[src/rtl/dbus_arbiter_pkg.sv]
// Shared types and constants for the core data-bus arbiter.
// Covers the requester/bus request and response structs, the arbiter
// state encoding and the fixed master index assignment.
package dbus_arbiter_pkg;

    localparam int DBUS_NUM_MASTERS = 3;
    localparam int DBUS_MASTER_LSU  = 0;
    localparam int DBUS_MASTER_PTW  = 1;
    localparam int DBUS_MASTER_DBG  = 2;

    typedef struct packed {
        logic        ld_req;
        logic        st_req;
        logic [31:0] addr;
        logic [31:0] w_data;
        logic [3:0]  st_ops;
    } type_lsu2dbus_s;

    typedef struct packed {
        logic [31:0] r_data;
        logic        ack;
    } type_dbus2lsu_s;

    typedef enum logic {
        DBUS_ARB_IDLE = 1'b0,
        DBUS_ARB_BUSY = 1'b1
    } type_dbus_arb_states_e;

    function automatic logic is_requesting(input type_lsu2dbus_s r);
        return r.ld_req | r.st_req;
    endfunction

endpackage

[src/rtl/dbus_arbiter_rr_arbiter.sv]
// Combinational rotate-priority picker. Scans last_i+1, last_i+2, ...
// modulo N and returns the first requester as one-hot and as an index.
// Kept free of bus types so the instruction-bus side can reuse it.
module dbus_arbiter_rr_arbiter #(
    parameter int N = 3,
    localparam int LW = $clog2(N)
) (
    input  logic [N-1:0]  req_i,
    input  logic [LW-1:0] last_i,
    output logic [N-1:0]  pick_o,
    output logic [LW-1:0] pick_idx_o,
    output logic          valid_o
);

    // First requester after the previous winner, wrapping around.
    always_comb begin
        int              idx_int;
        logic [LW-1:0]   idx;
        pick_o     = '0;
        pick_idx_o = '0;
        valid_o    = 1'b0;
        idx_int    = 0;
        idx        = '0;
        for (int k = 1; k <= N; k++) begin
            idx_int = (int'(last_i) + k) % N;
            idx     = LW'(idx_int);
            if (!valid_o && req_i[idx]) begin
                valid_o     = 1'b1;
                pick_o[idx] = 1'b1;
                pick_idx_o  = idx;
            end
        end
    end

endmodule

[src/rtl/dbus_arbiter.sv]
// Round-robin arbiter sharing the core data bus between NUM_MASTERS
// requesters (0 = LSU, 1 = page-table walker, 2 = debug access).
// The grant is held until the transaction is acked or the owner drops
// its request; only the owner sees the bus response.
// Optional build macro DBUS_ARB_TIMEOUT_EN adds a BUSY watchdog that
// force-completes a stuck transaction after TIMEOUT_CYCLES cycles.
//
// state          | meaning
// DBUS_ARB_IDLE  | no owner; arbitrate among current requesters
// DBUS_ARB_BUSY  | owner's request forwarded, waiting for ack/drop
module dbus_arbiter
    import dbus_arbiter_pkg::*;
#(
    parameter int NUM_MASTERS    = DBUS_NUM_MASTERS,
    parameter int TIMEOUT_CYCLES = 256
) (
    input  logic                                clk,
    input  logic                                rst,
    input  type_lsu2dbus_s [NUM_MASTERS-1:0]    req2arb_i,
    output type_dbus2lsu_s [NUM_MASTERS-1:0]    arb2req_o,
    output type_lsu2dbus_s                      arb2dbus_o,
    input  type_dbus2lsu_s                      dbus2arb_i,
    output logic [NUM_MASTERS-1:0]              grant_o,
    output logic                                busy_o,
    output logic                                timeout_err_o
);

    localparam int LW = $clog2(NUM_MASTERS);

    if (NUM_MASTERS < 2 || NUM_MASTERS > 8 || TIMEOUT_CYCLES < 2) begin : g_bad_params
        $error("dbus_arbiter: NUM_MASTERS must be 2..8 and TIMEOUT_CYCLES at least 2");
    end

    type_dbus_arb_states_e  state_q, state_d;
    logic [NUM_MASTERS-1:0] grant_q, grant_d;
    logic [LW-1:0]          last_q, last_d;
    logic [NUM_MASTERS-1:0] req_vec;
    logic [NUM_MASTERS-1:0] pick_oh;
    logic [LW-1:0]          pick_idx;
    logic                   pick_valid;
    logic                   to_fire;

    // Collapse each master's request struct to a single "wants the bus" bit.
    always_comb begin
        req_vec = '0;
        for (int m = 0; m < NUM_MASTERS; m++) begin
            req_vec[m] = is_requesting(req2arb_i[m]);
        end
    end

    dbus_arbiter_rr_arbiter #(.N(NUM_MASTERS)) u_rr (
        .req_i      (req_vec),
        .last_i     (last_q),
        .pick_o     (pick_oh),
        .pick_idx_o (pick_idx),
        .valid_o    (pick_valid)
    );

`ifdef DBUS_ARB_TIMEOUT_EN
    localparam int CW = (TIMEOUT_CYCLES > 2) ? $clog2(TIMEOUT_CYCLES) : 1;
    localparam logic [CW-1:0] TO_LAST = CW'(TIMEOUT_CYCLES - 1);

    logic [CW-1:0] to_cnt_q, to_cnt_d;

    // Watchdog count: cleared while idle, advances on each un-acked BUSY cycle.
    always_comb begin
        to_cnt_d = to_cnt_q;
        if (state_q == DBUS_ARB_IDLE) begin
            to_cnt_d = '0;
        end else if (!dbus2arb_i.ack) begin
            to_cnt_d = to_cnt_q + CW'(1);
        end
    end

    // Watchdog count register.
    always_ff @(posedge clk) begin
        if (rst) begin
            to_cnt_q <= '0;
        end else begin
            to_cnt_q <= to_cnt_d;
        end
    end

    // A real ack on the last allowed cycle wins over the forced completion.
    assign to_fire = (state_q == DBUS_ARB_BUSY) && (to_cnt_q == TO_LAST) && !dbus2arb_i.ack;
`else
    assign to_fire = 1'b0;
`endif

    // Next-state, grant bookkeeping and bus/response steering.
    always_comb begin
        state_d       = state_q;
        grant_d       = grant_q;
        last_d        = last_q;
        arb2dbus_o    = '0;
        arb2req_o     = '0;
        timeout_err_o = 1'b0;
        case (state_q)
            DBUS_ARB_IDLE: begin
                if (pick_valid) begin
                    state_d = DBUS_ARB_BUSY;
                    grant_d = pick_oh;
                    last_d  = pick_idx;
                end
            end
            DBUS_ARB_BUSY: begin
                // last_q holds the owner's index for the whole BUSY period.
                arb2dbus_o        = req2arb_i[last_q];
                arb2req_o[last_q] = dbus2arb_i;
                if (to_fire) begin
                    arb2req_o[last_q].ack    = 1'b1;
                    arb2req_o[last_q].r_data = '0;
                    timeout_err_o            = 1'b1;
                end
                if (dbus2arb_i.ack || to_fire || !req_vec[last_q]) begin
                    state_d = DBUS_ARB_IDLE;
                    grant_d = '0;
                end
            end
            default: begin
                state_d = DBUS_ARB_IDLE;
                grant_d = '0;
            end
        endcase
    end

    // State, grant and last-winner registers.
    always_ff @(posedge clk) begin
        if (rst) begin
            state_q <= DBUS_ARB_IDLE;
            grant_q <= '0;
            last_q  <= LW'(NUM_MASTERS - 1);
        end else begin
            state_q <= state_d;
            grant_q <= grant_d;
            last_q  <= last_d;
        end
    end

    assign grant_o = grant_q;
    assign busy_o  = (state_q == DBUS_ARB_BUSY);

endmodule
[config.mk]
export PLATFORM = sky130hd
export DESIGN_NAME = dbus_arbiter
export DESIGN_NICKNAME = d
export VERILOG_FILES = /design/src/rtl/dbus_arbiter_pkg.sv /design/src/rtl/dbus_arbiter_rr_arbiter.sv /design/src/rtl/dbus_arbiter.sv
export SDC_FILE = /design/constraint.sdc
export NUM_CORES = 1
export LEC_CHECK = 0
export CAP_MARGIN = 10
export CORE_AREA = 4 4 160 162
export DETAILED_ROUTE_END_ITERATION = 8
export DIE_AREA = 0 0 164 166
export SLEW_MARGIN = 20
export SYNTH_ARGS = -nofsm -noshare
export SYNTH_HDL_FRONTEND = slang
export SYNTH_SLANG_ARGS = --single-unit
[constraint.sdc]
create_clock -name clk -period 4.6 [get_ports clk]
set_clock_uncertainty 0.2 [all_clocks]
set_input_delay 0.92 -clock clk [delete_from_list [all_inputs] [get_ports clk]]
set_output_delay 0.92 -clock clk [all_outputs]
set_load 0.01 [all_outputs]
==> flow_summary.json <==
{
  "dp_slack_ns": 0.678,
  "cts_root_buffer": "clkbuf_16",
  "r2r_setup_slack_ns": 1.58,
  "hold_depth": 1,
  "seqCellArea_um2": 126,
  "ff2ff_path_depth": 7,
  "finalSetupViolations": 0,
  "hold_viol": 0,
  "numCtsBuffers": 3,
  "p_sw_share_pct": 48.3,
  "final_nets": 1123,
  "cp.arrival_ns": 2.74,
  "grt_pass1_wl_mm": 28.7,
  "worstHoldStart": "grant_o[0]",
  "setup_tns_ns": 0,
  "post-dp-hpwl_mm": 16.4,
  "postCtsHoldBufs": 0,
  "max_freq_ghz": 0.259,
  "p_int_uw": 1300,
  "grt_max_degree": 105,
  "period_minus_slack_ns": 3.86,
  "ys_seq_elements": 6,
  "hp-class": "register to register",
  "worstPathRequired_ns": 3.48,
  "worst_slack_ns": 0.739,
  "ant_nets": 0,
  "slew_headroom_pct": 30.8,
  "layout_common_cells": "clkdlybuf4s50_1, nor2_1, and3_1",
  "ioPinCount": 419,
  "num_vias": 5027,
  "rows": 57,
  "yosys_warnings": 0,
  "drive_gt1_share_pct": 3.21,
  "yosys.area.top_type": "mux2i_1",
  "path_max_fanout": 6,
  "yosysTopAreaCellShare_pct": 23.6,
  "multi_input_area_um2": 2620,
  "gr-total-overflow": 0,
  "cts_tree": "yes",
  "pwr-share-clk_pct": 5.8,
  "clk_pin_slew_ns": 0.03,
  "die_w_um": 164,
  "tightestPinTransition_ns": 1.04,
  "fin_hold_ws_ns": 0.333,
  "port_buffers": 417,
  "drc": 0,
  "post_cts_resize_count": 0,
  "vias_per_cell": 4.20,
  "diodes": 0,
  "synth_cells": 499,
  "core_um2": 24100,
  "drv_slew": 0,
  "wirelength_mm": 20.0,
  "finalCritPeriodShare_pct": 83.9,
  "cp-start-kind": "input pin",
  "grtUsageTotal_pct": 13.1,
  "first_pass_iters": 6,
  "initial_core_util_pct": 12.3,
  "outcome": "complete, no violations",
  "gp_congestion": 0.830,
  "clk_latency_ns": 0.23,
  "r2r-start": "last_q[0]",
  "pwr_density_cell_nw_per_um2": 335,
  "regToRegEndpoint": "grant_o[1]",
  "synth_area_leaders": "mux2i_1, and3_1, nor2_1",
  "first_iter_violations": 268,
  "final_common_cell": "clkdlybuf4s50_1",
  "worst_setup_path_end_kind": "output pin",
  "syn-mean-instance-area_um2": 5.95,
  "htreeDepth": 1,
  "seq_area_frac_synth_pct": 4.04,
  "clock_sinks": 6,
  "power.total_uw": 2520,
  "worstSetupPathType": "input pin to output pin",
  "seqPwrFrac_pct": 5.3,
  "fin_util_pct": 31.1,
  "cap_viol_max_count": 0,
  "die_h_um": 166,
  "antenna_found_initial": 0,
  "p_comb_share_pct": 88.9,
  "syn_to_final_growth_pct": 153,
  "wl_per_cell_um": 16.8,
  "yosysUniqueCellTypes": 37,
  "leakage_uw": 0.00298,
  "die_area_um2": 27200,
  "switchingPower_uw": 1220,
  "ctsLongestPathBuffers": 2,
  "syn_nets": 749,
  "fillers": 2677,
  "grt_pass1_vias": 4972,
  "hold_end": "grant_o[0]",
  "cts_setup_buffers": 0,
  "rsz0062_at_grt": "no",
  "syn_area_um2": 2970,
  "peakVddDrop_mv": 0.190
}
-- synth_stat cells --
master	n
nor2_1	145
and3_1	96
a21oi_1	75
mux2i_1	70
clkbuf_1	42
buf_2	10
nor3_1	7
dfxtp_1	6
ha_1	5
o21ai_0	5
a211oi_1	3
and3_2	3
inv_1	3
nand2_1	3
a22o_1	2
nand3_1	2
or2_2	2
a21o_2	1
a22o_2	1
a2bb2oi_1	1
a32oi_2	1
a41oi_1	1
buf_4	1
buf_6	1
conb_1	1
inv_2	1
nand4bb_1	1
nor3b_1	1
nor3b_2	1
o211ai_1	1
o221ai_1	1
o22ai_2	1
o311a_1	1
o31a_2	1
o32a_1	1
or3_4	1
or3b_4	1
-- area by class of cell --
cell class	count	share of cell area, %
timing repair buffer	423	56.7
multi-input combinational	435	34.9
tap	324	5.40
sequential	6	1.68
clock buffer	4	1.05
inverter	4	0.200
-- worst max-delay path by stage --
stage / from / end / slack [ns] / cells past startpoint
6_report: req2arb_i[69] / arb2dbus_o[69] / 0.74 / 6
5_1_grt: req2arb_i[69] / arb2dbus_o[69] / 0.61 / 6
4_1_cts: req2arb_i[69] / arb2dbus_o[69] / 0.65 / 6
3_5_place_dp: req2arb_i[69] / arb2dbus_o[69] / 0.68 / 6
3_3_place_gp: req2arb_i[69] / arb2dbus_o[69] / 0.70 / 6
2_1_floorplan: last_q[1] / arb2dbus_o[0] / 1.88 / 6
-- kinds of logic (layout without fill, tap and decap cells) --
family	after synthesis	in the layout	synth area share, %
and+or+nand+nor	263	263	43.4
AOI/OAI and AO/OA	96	96	18.6
muxes	70	70	23.6
buffers and inverters	58	431	8.13
DFF	6	6	4.04
adders and majority gates	5	5	2.11
other	1	1	0.126
-- worst max-delay path: stages --
cell and delay [ns]:
clkdlybuf4s50_1 0.53, mux2i_1 0.24, nor2_1 0.10, a21oi_1 0.36
nor2_1 0.08, clkdlybuf4s50_1 0.51
-- state kept, by name, indices dropped and copies added (netlist names) --
name and cells:
busy_o 1, last_q 2, grant_o 3
-- per-stage QoR --
step	instance area (µm²)	std cells
after floorplan	2970	499
final	7500	1196
after CTS	7500	1196
after global routing	7500	1196
after detailed placement	7420	1192
after global placement	7420	1192
-- power groups by stage --
| stage | Sequential (µW) | Clock [µW] | Combinational [µW] |
|---|---|---|---|
| 4_1_cts | 137 | 147 | 2270 |
| 2_1_floorplan | 90.5 | 0 | 1250 |
| 5_1_grt | 140 | 151 | 2430 |
| 3_3_place_gp | 137 | 0 | 2260 |
| 6_report | 134 | 145 | 2240 |
| 3_5_place_dp | 138 | 0 | 2250 |
-- metal layers --
layer,global-route usage (%),wire length (µm),vias to the layer above
met3,3.08,2080,4
met4,1.35,95,0
met2,25.1,10200,264
met5,0,0,-
met1,15.0,7660,2265
li1,-,-,2494
No activity file was read; power rests on OpenSTA's default activity.
